==> config.mk <==
export PLATFORM = sky130hd
export DESIGN_NAME = fetch_pc_unit
export DESIGN_NICKNAME = d
export VERILOG_FILES = /design/src/rtl/fetch_pc_unit_pkg.sv /design/src/rtl/fetch_pc_next.sv /design/src/rtl/fetch_pc_unit.sv
export SDC_FILE = /design/constraint.sdc
export NUM_CORES = 1
export LEC_CHECK = 0
export ABC_AREA = 1
export ABC_CLOCK_PERIOD_IN_PS = 2600
export BUFFER_PORTS_ARGS = -buffer_cell sky130_fd_sc_hd__buf_2
export CAP_MARGIN = 10
export CORE_MARGIN = 2
export CORE_UTILIZATION = 40
export CTS_CLUSTER_DIAMETER = 80
export DETAILED_ROUTE_END_ITERATION = 12
export GPL_TIMING_DRIVEN = 0
export PLACE_DENSITY = 0.73
export SLEW_MARGIN = 5
export SYNTH_ARGS = -nofsm -noshare
export SYNTH_HDL_FRONTEND = slang
export SYNTH_SLANG_ARGS = --single-unit
==> constraint.sdc <==
create_clock -name clk -period 2.6 [get_ports clk]
set_input_delay 0.39 -clock clk [delete_from_list [all_inputs] [get_ports clk]]
set_output_delay 0.39 -clock clk [all_outputs]
set_load 0.02 [all_outputs]
==> src/rtl/fetch_pc_unit_pkg.sv <==
// Shared defaults and run-state encoding for the fetch program-counter unit.
package fetch_pc_unit_pkg;

    localparam int DEF_MWORD_SIZE       = 32;
    localparam int DEF_SMALL_NUMBER_SIZE = 8;
    localparam int DEF_ALIGN_BITS       = 2;
    localparam int DEF_FETCH_BLOCK_BITS = 4;
    localparam int DEF_TAG_BITS         = 3;

    typedef enum logic [1:0] {
        IDLE   = 2'd0,
        RUN    = 2'd1,
        HALTED = 2'd2
    } pcState_t;

endpackage

==> src/rtl/fetch_pc_next.sv <==
// Redirect address selection: picks the highest-priority redirect and forms its aligned address.
module fetch_pc_next
    import fetch_pc_unit_pkg::*;
#(
    parameter int MWORD_SIZE    = DEF_MWORD_SIZE,
    parameter int ALIGN_BITS    = DEF_ALIGN_BITS,
    parameter int INT_CODE_SIZE = DEF_SMALL_NUMBER_SIZE,
    parameter int EXC_CODE_SIZE = DEF_SMALL_NUMBER_SIZE
) (
    input  logic [MWORD_SIZE-1:0]    intBase,
    input  logic [MWORD_SIZE-1:0]    excBase,
    input  logic [MWORD_SIZE-1:0]    insTarget,
    input  logic [MWORD_SIZE-1:0]    insResult,
    input  logic [INT_CODE_SIZE-1:0] intCode,
    input  logic [EXC_CODE_SIZE-1:0] excCode,
    input  logic                     selectInt,
    input  logic                     selectExc,
    input  logic                     selectTarget,
    input  logic                     selectResult,
    output logic                     redirect,
    output logic                     trap,
    output logic [MWORD_SIZE-1:0]    nextPc
);

    always_comb begin
        redirect = selectInt | selectExc | selectTarget | selectResult;
        trap     = selectInt | selectExc;
        nextPc   = '0;
        // Handler entries replace the low base bits with the code, word-aligned.
        if (selectInt) begin
            nextPc = {intBase[MWORD_SIZE-1:INT_CODE_SIZE+ALIGN_BITS], intCode, {ALIGN_BITS{1'b0}}};
        end else if (selectExc) begin
            nextPc = {excBase[MWORD_SIZE-1:EXC_CODE_SIZE+ALIGN_BITS], excCode, {ALIGN_BITS{1'b0}}};
        end else if (selectTarget) begin
            nextPc = {insTarget[MWORD_SIZE-1:ALIGN_BITS], {ALIGN_BITS{1'b0}}};
        end else if (selectResult) begin
            nextPc = {insResult[MWORD_SIZE-1:ALIGN_BITS], {ALIGN_BITS{1'b0}}};
        end
    end

endmodule

==> src/rtl/fetch_pc_unit.sv <==
// Fetch program counter: run control, block-wise advance, redirects with generation tags.
module fetch_pc_unit
    import fetch_pc_unit_pkg::*;
#(
    parameter int MWORD_SIZE        = DEF_MWORD_SIZE,
    parameter int SMALL_NUMBER_SIZE = DEF_SMALL_NUMBER_SIZE,
    parameter int ALIGN_BITS        = DEF_ALIGN_BITS,
    parameter int FETCH_BLOCK_BITS  = DEF_FETCH_BLOCK_BITS,
    parameter int INT_CODE_SIZE     = SMALL_NUMBER_SIZE,
    parameter int EXC_CODE_SIZE     = SMALL_NUMBER_SIZE,
    parameter int TAG_BITS          = DEF_TAG_BITS,
    parameter logic [MWORD_SIZE-1:0] RESET_PC = '0
) (
    input  logic                         clk,
    input  logic                         reset,
    input  logic [MWORD_SIZE-1:0]        INT_BASE,
    input  logic [MWORD_SIZE-1:0]        EXC_BASE,
    input  logic [MWORD_SIZE-1:0]        insTarget,
    input  logic [MWORD_SIZE-1:0]        insResult,
    input  logic [INT_CODE_SIZE-1:0]     intCode,
    input  logic [EXC_CODE_SIZE-1:0]     excCode,
    input  logic                         selectInt,
    input  logic                         selectExc,
    input  logic                         selectTarget,
    input  logic                         selectResult,
    input  logic                         start,
    input  logic                         halt,
    input  logic                         fetchReady,
    output logic [MWORD_SIZE-1:0]        pcOut,
    output logic                         pcValid,
    output logic [SMALL_NUMBER_SIZE-1:0] pcSize,
    output logic [TAG_BITS-1:0]          pcTag,
    output logic [MWORD_SIZE-1:0]        savedIP,
    output logic                         running,
    output pcState_t                     dbgState
);

    // Handshake: a block (pcOut, pcTag) transfers on a rising edge where
    // pcValid && fetchReady; pcValid never depends on fetchReady.

    localparam int BLK_W = MWORD_SIZE - FETCH_BLOCK_BITS;

    pcState_t                state, stateNext;
    logic                    redirect, trap;
    logic [MWORD_SIZE-1:0]   redirectPc;
    logic [BLK_W-1:0]        blockNext;
    logic [FETCH_BLOCK_BITS:0] remBytes;

    fetch_pc_next #(
        .MWORD_SIZE   (MWORD_SIZE),
        .ALIGN_BITS   (ALIGN_BITS),
        .INT_CODE_SIZE(INT_CODE_SIZE),
        .EXC_CODE_SIZE(EXC_CODE_SIZE)
    ) u_next (
        .intBase     (INT_BASE),
        .excBase     (EXC_BASE),
        .insTarget   (insTarget),
        .insResult   (insResult),
        .intCode     (intCode),
        .excCode     (excCode),
        .selectInt   (selectInt),
        .selectExc   (selectExc),
        .selectTarget(selectTarget),
        .selectResult(selectResult),
        .redirect    (redirect),
        .trap        (trap),
        .nextPc      (redirectPc)
    );

    always_comb begin
        stateNext = state;
        if (redirect) begin
            stateNext = RUN;
        end else if (halt) begin
            // halt wins over start; it only has an effect while running
            if (state == RUN) stateNext = HALTED;
        end else if (start) begin
            stateNext = RUN;
        end
    end

    always_ff @(posedge clk or posedge reset) begin
        if (reset) begin
            state <= IDLE;
        end else begin
            state <= stateNext;
        end
    end

    assign blockNext = pcOut[MWORD_SIZE-1:FETCH_BLOCK_BITS] + BLK_W'(1);

    always_ff @(posedge clk or posedge reset) begin
        if (reset) begin
            pcOut   <= RESET_PC;
            pcTag   <= '0;
            savedIP <= '0;
        end else if (redirect) begin
            pcOut <= redirectPc;
            pcTag <= pcTag + TAG_BITS'(1);
            if (trap) savedIP <= pcOut;
        end else if (state == RUN && fetchReady) begin
            pcOut <= {blockNext, {FETCH_BLOCK_BITS{1'b0}}};
        end
    end

    assign remBytes = {1'b1, {FETCH_BLOCK_BITS{1'b0}}} - {1'b0, pcOut[FETCH_BLOCK_BITS-1:0]};
    assign pcSize   = SMALL_NUMBER_SIZE'(remBytes >> ALIGN_BITS);
    assign pcValid  = (state == RUN);
    assign running  = (state == RUN);
    assign dbgState = state;

endmodule

* After elaboration in Yosys (flattened, before gate mapping)
Cells that the tools add are included.
** Storage, ports and cells
- Bits in read-only memories :: 0
- Latch bits :: 0
- Input bits :: 153
- Flip-flop bits (word level) :: 69
- Memories kept :: 0
- Bits in writable memories :: 0
- Output and inout bits :: 79
- Word-level logic and storage cells :: 27
** Operators by class
- Mux-type cells :: 10
- Reductions and logical operators :: 5
- Bitwise logic cells :: 3
- Add/subtract/negate cells :: 3
- Equality and inequality tests :: 2
- Multipliers :: 0
- Div/mod/pow operators :: 0
- Shift-type cells :: 0
- Magnitude comparators :: 0
** Operators by type and width (number)
- $mux W32 :: 6
- $add A28 B1 Y28 const B :: 1
- $mux W2 :: 4
- $sub A5 B4 Y5 const A :: 1
- $reduce_and A2 Y1 :: 2
- $add A3 B1 Y3 const B :: 1
- $ne A3 B1 Y1 const B :: 1
- $or A1 B1 Y1 :: 3
- $reduce_bool A3 Y1 :: 1
- $eq A2 B1 Y1 const B :: 1
- $reduce_bool A2 Y1 :: 1
- $logic_and A1 B1 Y1 :: 1

* Longest topological paths before layout
Gate-level depths: netlist (run 1).
- Depth in word-level cells :: 5
- Depth in mapped cells :: 10
- Gate-level depth less buffers :: 10

* By module
A second synthesis (run 1) with hierarchy kept.
** Unflattened totals
- Cells, all modules :: 787
- Area total of the unflattened synthesis :: 4894.7 um^2
** Modules (own cells, without submodules)
- fetch_pc_unit :: sequential area each 1726.7 um^2, cells each 516, area each 3768.6 um^2, instances 1
- fetch_pc_next :: sequential area each 0.0 um^2, cells each 271, area each 1126.1 um^2, instances 1

* Worst setup path before layout (run 1)
No wires, ideal clock.
- Kind :: reg-to-reg
- Start :: register state[0], in the netlist dbgState[0]
- End :: register pcOut[21]
- Path buffers :: 2
- Arrival :: 1.515 ns
- Stages on the path, launching flop included :: 10
- Data required time :: 2.479 ns
- Setup time :: 0.121 ns
- Setup slack :: 0.964 ns
- Path through :: dfrtp_1 inv_1 nor2_2 nand2_2 inv_2 nor2_2 buf_4 buf_6 nor2_1 a21oi_1
** On the way
- Longest elaborated chain between the ends :: 3
** RTL lines
- start, declared :: line fetch_pc_unit.sv:43 : pcState_t state, stateNext;
- start signal, assigned :: line fetch_pc_unit.sv:86 : state <= stateNext;
- $eq A2 B1 Y1
- net pcValid :: line fetch_pc_unit.sv:30 : output logic pcValid,
- $logic_and A1 B1 Y1 :: line fetch_pc_unit.sv:101 : end else if (state == RUN && fetchReady) begin
- $reduce_bool A2 Y1 (no source line)
- end signal, assigned :: line fetch_pc_unit.sv:98 : pcOut <= redirectPc;
- end signal, assigned :: line fetch_pc_unit.sv:102 : pcOut <= {blockNext, {FETCH_BLOCK_BITS{1'b0}}};
- end, declared :: line fetch_pc_unit.sv:29 : output logic [MWORD_SIZE-1:0] pcOut,
The timed path passes the listed nets, and every way through them passes these cells.
A chain may end at the register's enable or synchronous reset.

* Final worst setup path (run 1)
- Start :: register pcOut[5]
- End :: register pcOut[22]
** On the way
- Longest elaborated chain between the ends :: 3
** RTL lines
- $add A28 B1 Y28 :: line fetch_pc_unit.sv:90 : assign blockNext = pcOut[MWORD_SIZE-1:FETCH_BLOCK_BITS] + BLK_W'(1);
- $mux W32 :: line fetch_pc_unit.sv:101
- $mux W32 :: line fetch_pc_unit.sv:97 : end else if (redirect) begin
Every way passes these cells. The select of a mux whose other input is x is not followed.

==> results of run 1 <==
[cell families (layout without fill, tap and decap cells)]
group	after synthesis	after routing	synth area share (%)
simple gates	349	349	34.2
compound gates	119	119	16.5
buf+inv	89	303	9.67
flops	65	65	37.9
xor+xnor	4	4	0.816
fa+ha+maj	3	3	0.874
other cells	1	9	0.0873
[where the power goes]
| group | internal (W) | total, W | switching [W] |
|---|---|---|---|
| registers | 0.00115 | 0.00129 | 0.000135 |
| clock network | 0.000520 | 0.000934 | 0.000415 |
| logic | 0.000354 | 0.000973 | 0.000618 |
| total | 0.00203 | 0.00319 | 0.00117 |
[through the flow]
step / instances / power (W) / setup WS [ps] / area [um2] / hold slack [ps]
floorplan: 638 / 0.00188 / 584 / 4330 / 544
global placement: 972 / 0.00226 / -220 / 5490 / 456
detailed placement: 972 / 0.00228 / 750 / 5490 / 464
CTS: 988 / 0.00319 / 958 / 5710 / 222
global route: 988 / 0.00336 / 803 / 5710 / 284
finish: 988 / 0.00319 / 937 / 5710 / 176
[critical path, cell delays in order, from the launching register on]
cell and delay, ps:
dfrtp_1 410, ha_1 210, inv_1 70, nor2_2 170
nand2_2 150, nor2_4 200, nand2_1 70, nand2_1 60
nand3_1 90, a21oi_1 140
[final cells by class]
type,instances,area (um2),area share (%)
clock buffer,12,165,2.89
clock inverter,4,50.0,0.877
multi-input combinational,484,2280,40.0
sequential,65,1630,28.5
timing repair buffer,198,991,17.4
inverter,48,183,3.20
tap,136,170,2.98
buffer,41,235,4.12
[registers in the layout, indices dropped and copies added (netlist names)]
name and cells:
pcOut 30, savedIP 30, pcTag 3, dbgState 2
[Yosys cell counts (7+ instances only)]
cell type | n | area share (%)
a21oi_1 | 30 | 3.5
a221oi_1 | 7 | 1.4
buf_2 | 20 | 2.3
buf_4 | 13 | 2.3
clkbuf_1 | 7 | 0.61
dfrtp_1 | 65 | 38
inv_1 | 44 | 3.8
nand2_1 | 184 | 16
nand3_1 | 47 | 5.5
nor2_1 | 87 | 7.6
nor2_2 | 7 | 1.0
o211ai_1 | 18 | 3.1
o21ai_0 | 42 | 4.9
o221ai_1 | 8 | 1.6
or2_2 | 11 | 1.6
[worst max path at each step]
stage,start,end,cells past startpoint
floorplan,reset,dbgState[0],1
global placement,reset,pcOut[25],2
detailed placement,selectInt,pcOut[20],9
CTS,dbgState[1],pcOut[23],8
global route,pcOut[4],pcOut[28],9
finish,pcOut[5],pcOut[22],9
[layer usage]
layer | up-vias | wire [um] | GRT usage, %
met4 | 0 | 255 | 8.33
met1 | 2272 | 6680 | 36.0
met2 | 225 | 6700 | 39.8
li1 | 2482 | - | -
met5 | - | 0 | 0
met3 | 21 | 1150 | 4.36
[placed cells by master (no fill, tap or decap), drive strengths merged]
cell type  instances
conb               9
o21ai             47
nor3               2
inv               48
buf              232
nand3             47
bufinv             1
ha                 3
nor2              98
clkinv             1
clkinvlp           2
o211ai            18
o21a               1
nand2            190
a31oi              2
o22ai              6
a221oi             7
dfrtp             65
a21oi             30
nand4              1
xor2               3
or2               11
xnor2              1
o221ai             8
clkbuf            19
==> impl_results.md, run 1 <==
* RR Endpoint: pcOut[22]
* Wire length of the first global-routing pass at about 23000 um
* PortBufs at between 150 and 200
* Worst EP required at between 2000 and 3000 ps
* Crit path kind: reg -> reg
* Final ANT Viol Nets at 0
* Initial antenna violation count at 0
* CTS sink cnt at 65
* Seq cells post-synth at 65
* Max Root-Sink Buffers at 2
* Core area at roughly 0.010 mm2
* EDFF count, synth at 0
* CP Capture Type: flip-flop
* R2R depth at 9
* CTS tree: built
* Critical Path AT at about 1900 ps
* CP startpoint kind: flip-flop
* Crit Path Max Fanout at 6
* Ant. Diodes at 0
* Die width at 108 um
* Layout area overhead at 32.8%
* FP Rows at 37
* Via count at 5000
* Util after Layout at between 50% and 60%
* Synth Warn # at 0
* First-pass DRT Iterations at 7
* Vias in the first global route at 4437
* Max Cap Viol at 0
* Top FF cell, synth: dfrtp_1
* Postcts setup bufs at 0
* Clock Tree Root: clkbuf_8
* P_leak at 2.94 nW
* Ys async rst share at 100%
* Gr ovfl total at 0
* R2R Setup Slk at roughly 940 ps
* Iter 0 DRT Violations at 310
* Register area share after synthesis at a little under two fifths
* Fill cells at about 1100
* # setup viols final at 0
* Share of cells above drive strength 1 at around 33%
* Total CTS buffers at 9
* Clk Latency, worst-skew pair at roughly 360 ps
* Initial core utilization at between 40% and 50%
* HP Class: in -> async
* Final hold violations at 0
* Vias per cell at around 5.1
* Syn Area/Cell at 6.82 um2
* GPL Wtd Cong at 0.902
* Final nets at ~1000
* Remaining DRCs at 0
* Crit path time final at 1660 ps
* DP HPWL at about 12000 um
* Cell area after synthesis at between 0.004 and 0.005 mm2
* Fmax at around 600 MHz
* H-tree depth at 3
* Launching point of the worst reg2reg path: pcOut[5]
* Hold_buf cts at 0
* Final Skew at between 10 and 15 ps
* CTS-repair resized insts at 0
* Synth Instances at 630
* Sum Neg Setup Slack at 0 ps
* WL final at 14800 um
* VDD IR max at ~0.27 mV
* Share of the clock period used by the worst path at a little under two thirds
* Pin count of the biggest net entering global routing at 66
* Worst-Margin Slew at approximately 800 ps
* Top-Level Pins at 232
* RSZ-0062 raised after global routing: false
* Drt wl/cell at roughly 15 um
* Synth cell types at 30
* Slew Viols, Final at 0
* Die H at approximately 110 um
* Slew Limit Headroom at a little under half
* Die footprint at about 0.012 mm2
* Status: finished, final reports clean
* Pwr Density at approximately 560 mW/mm2
* Total track usage at roughly a quarter
* Clock transition at the registers of the reported paths at 80 ps
Note: power is estimated with default switching activity, not from simulation.
==> run 2: changes to the inputs <==
- ABC_CLOCK_PERIOD_IN_PS: 2600 -> 1400
- PLACE_DENSITY: 0.73 -> 0.76
- clock period: 2.6 -> 1.4 ns (I/O delays scaled with it)
==> run 2 against run 1 <==
Net effect:
- the run now ends with setup timing left
- non-clock buffer count is 33 higher
- clock-buffer cell count shrank 1
- total power up 93%
- combinational power is 120% higher
- clock skew fell by 2.4 ps
- clock power grew 76%
- fmax rose by 3.0%
==> impl_results.md, run 2 (synthesis results as in run 1) <==
* Status: finished with violations
* Failing checks: setup timing
* Final Skew at slightly below 9 ps
* Share of the clock period used by the worst path at 115%
* Met3 Routed Length at approximately 1400 um
* Via count at approximately 5400
* CTS tree: built
* H-tree depth at 3
* Crit path cell chain: nand2_1 -> nor2_1 -> nand2_4 -> nor2_4 -> nand2_1 -> nand2_1 -> nand3_1 -> a21oi_1
* Iter 0 DRT Violations at 549
* Slew Viols, Final at 0
* Max Cap Viol at 0
* Layout area overhead at 47.3%
* Crit path kind: reg -> reg
* Gr ovfl total at 0
* Critical Path Start: pcOut[10]
* Vias per cell at 5.28
* Commonest non-fill, non-tap cells in the layout: 215 x buf_2, 176 x nand2_1, 67 x nor2_1
* Final nets at a little over 1000
* HP Class: in -> reg
* Initial core utilization at 41.4%
* Top Registers: pcOut: 30 flops, savedIP: 30 flops, pcTag: 3 flops
* Pwr Density at a little under 1000 mW/mm2
* Top Metal Used: met4
* Vias in the first global route at between 4000 and 5000
* Initial antenna violation count at 0
* Die footprint at ~0.012 mm2
* Critical path buffers and inverters at 0
* Clock transition at the registers of the reported paths at around 80 ps
* First-pass DRT Iterations at 6
* WL final at 16500 um
* CTS sink cnt at 65
* Max Root-Sink Buffers at 2
* Drt wl/cell at 16.1 um
* Top-Level Pins at approximately 230
* WL met2 at between 7000 and 8000 um
* Final ANT Viol Nets at 0
* GPL Wtd Cong at between 0.8 and 0.9
* Remaining DRCs at 0
* # setup viols final at 24
* CP Capture Type: flip-flop
* Total track usage at roughly 27%
* Share of cells above drive strength 1 at between 40 and 50%
* Most used cell along the critical path: nand2_1
* Area after DPL at 0.00556 mm2
* Crit path time final at between 1500 and 2000 ps
* Most common cell after layout, fill and taps aside: buf_2
* Ant. Diodes at 0
* Wire length of the first global-routing pass at roughly 24000 um
* Critical path's top delay family: simple AND/OR/NAND/NOR gates
* PortBufs at roughly 200
* Clk Latency, worst-skew pair at ~350 ps
* Slew Limit Headroom at ~51%
* P_leak at around 3.2 nW
* Worst EP required at 1670 ps
* RSZ-0062 raised after global routing: true
* HP Start: start
* Final hold violations at 0
* Fmax at slightly above 600 MHz
* Crit Path Max Fanout at 6
* DP HPWL at between 10000 and 15000 um
* Final hold slack at between 100 and 150 ps
* Critical Path AT at approximately 1900 ps
* FP Rows at 37
* Setup ws final at -215 ps
* Launching point of the worst reg2reg path: pcOut[10]
* Pin count of the biggest net entering global routing at 36
* Crit path max-delay cell type: dfrtp_1
* Clock Tree Root: clkbuf_8
* Fill cells at about 900
* Worst path max stage delay at approximately 450 ps
* Final instance area at between 0.006 and 0.007 mm2
* Total CTS buffers at 9
* WL met1 at 6870 um
* Die width at roughly 110 um
* Core area at approximately 0.010 mm2
* CP startpoint kind: flip-flop
* VDD IR max at approximately 0.65 mV
* Worst-Margin Slew at around 740 ps
* Die H at about 110 um
run 2: cell types whose count changed in the layout (fill, tap and decap cells not counted), moves of 5 or more:
| cell | change |
|---|---|
| buf_4 | +23 |
| nor2_1 | -20 |
| dfrtp_1 | -17 |
| dfrtp_2 | +17 |
| nor2_4 | +14 |
| nand2_1 | -8 |
| a21oi_1 | -6 |
| a21oi_2 | +6 |
| nor2_2 | +6 |
| buf_6 | +5 |
| inv_1 | -5 |
run 2: final timing paths:
| kind | to | slack [ps] | cells past startpoint |
|---|---|---|---|
| min in group asynchronous | savedIP[3] | 520 | 3 |
| worst min-delay path | dbgState[0] | 130 | 3 |
| worst max-delay path | pcOut[22] | -210 | 8 |
| worst max register to register | pcOut[22] | -210 | 8 |
| worst min register to register | pcTag[2] | 480 | 1 |
| max in group asynchronous | pcOut[23] | 260 | 4 |
run 2: area by class of cell:
class	instances	area [um2]	share of cell area (%)
multi-input combinational	484	2530	40.0
clock buffer	11	141	2.23
inverter	48	194	3.06
tap	136	170	2.69
buffer	41	267	4.21
clock inverter	5	55.1	0.870
sequential	65	1650	26.0
timing repair buffer	231	1320	20.9
run 2: power by group:
part,switching [W],internal [W]
clock,0.000772,0.000865
sequential,0.000254,0.00215
combinational,0.00130,0.000814
total,0.00233,0.00383
run 2: through the flow:
step	cells	util (%)	setup TNS, ps	worst slack (ps)	power [W]
3_3_place_gp	972	53.4	-8470	-289	0.00423
2_1_floorplan	638	-	-49.0	-12.2	0.00351
4_1_cts	1003	57.4	-57.2	-27.5	0.00597
3_5_place_dp	973	53.6	-8430	-269	0.00426
6_report	1021	61.1	-1430	-215	0.00616
5_1_grt	1021	61.1	-3200	-281	0.00646
run 2: per-layer routing:
| metal | vias to the layer above | track usage [%] |
|---|---|---|
| met5 | - | 0 |
| met4 | 0 | 8.06 |
| met3 | 42 | 4.36 |
| met2 | 342 | 43.2 |
| met1 | 2467 | 37.6 |
| li1 | 2543 | - |
run 2: timing repair:
| item | CTS | global route |
|---|---|---|
| pin swaps | 4 | 15 |
| hold buffers | 1 | 0 |
| buffers inserted | 12 | 15 |
| setup endpoints to repair | 27 | 26 |
| gates resized for setup | 30 | 59 |
| endpoints found under the hold margin | 25 | 0 |
| cloned | 1 | 3 |
run 2: worst reg2reg max path, cell delays in order (launching register included):
cell and delay, ps:
dfrtp_1 450, nand2_1 130, nor2_1 220, nand2_4 130
nor2_4 210, nand2_1 100, nand2_1 80, nand3_1 80
a21oi_1 150
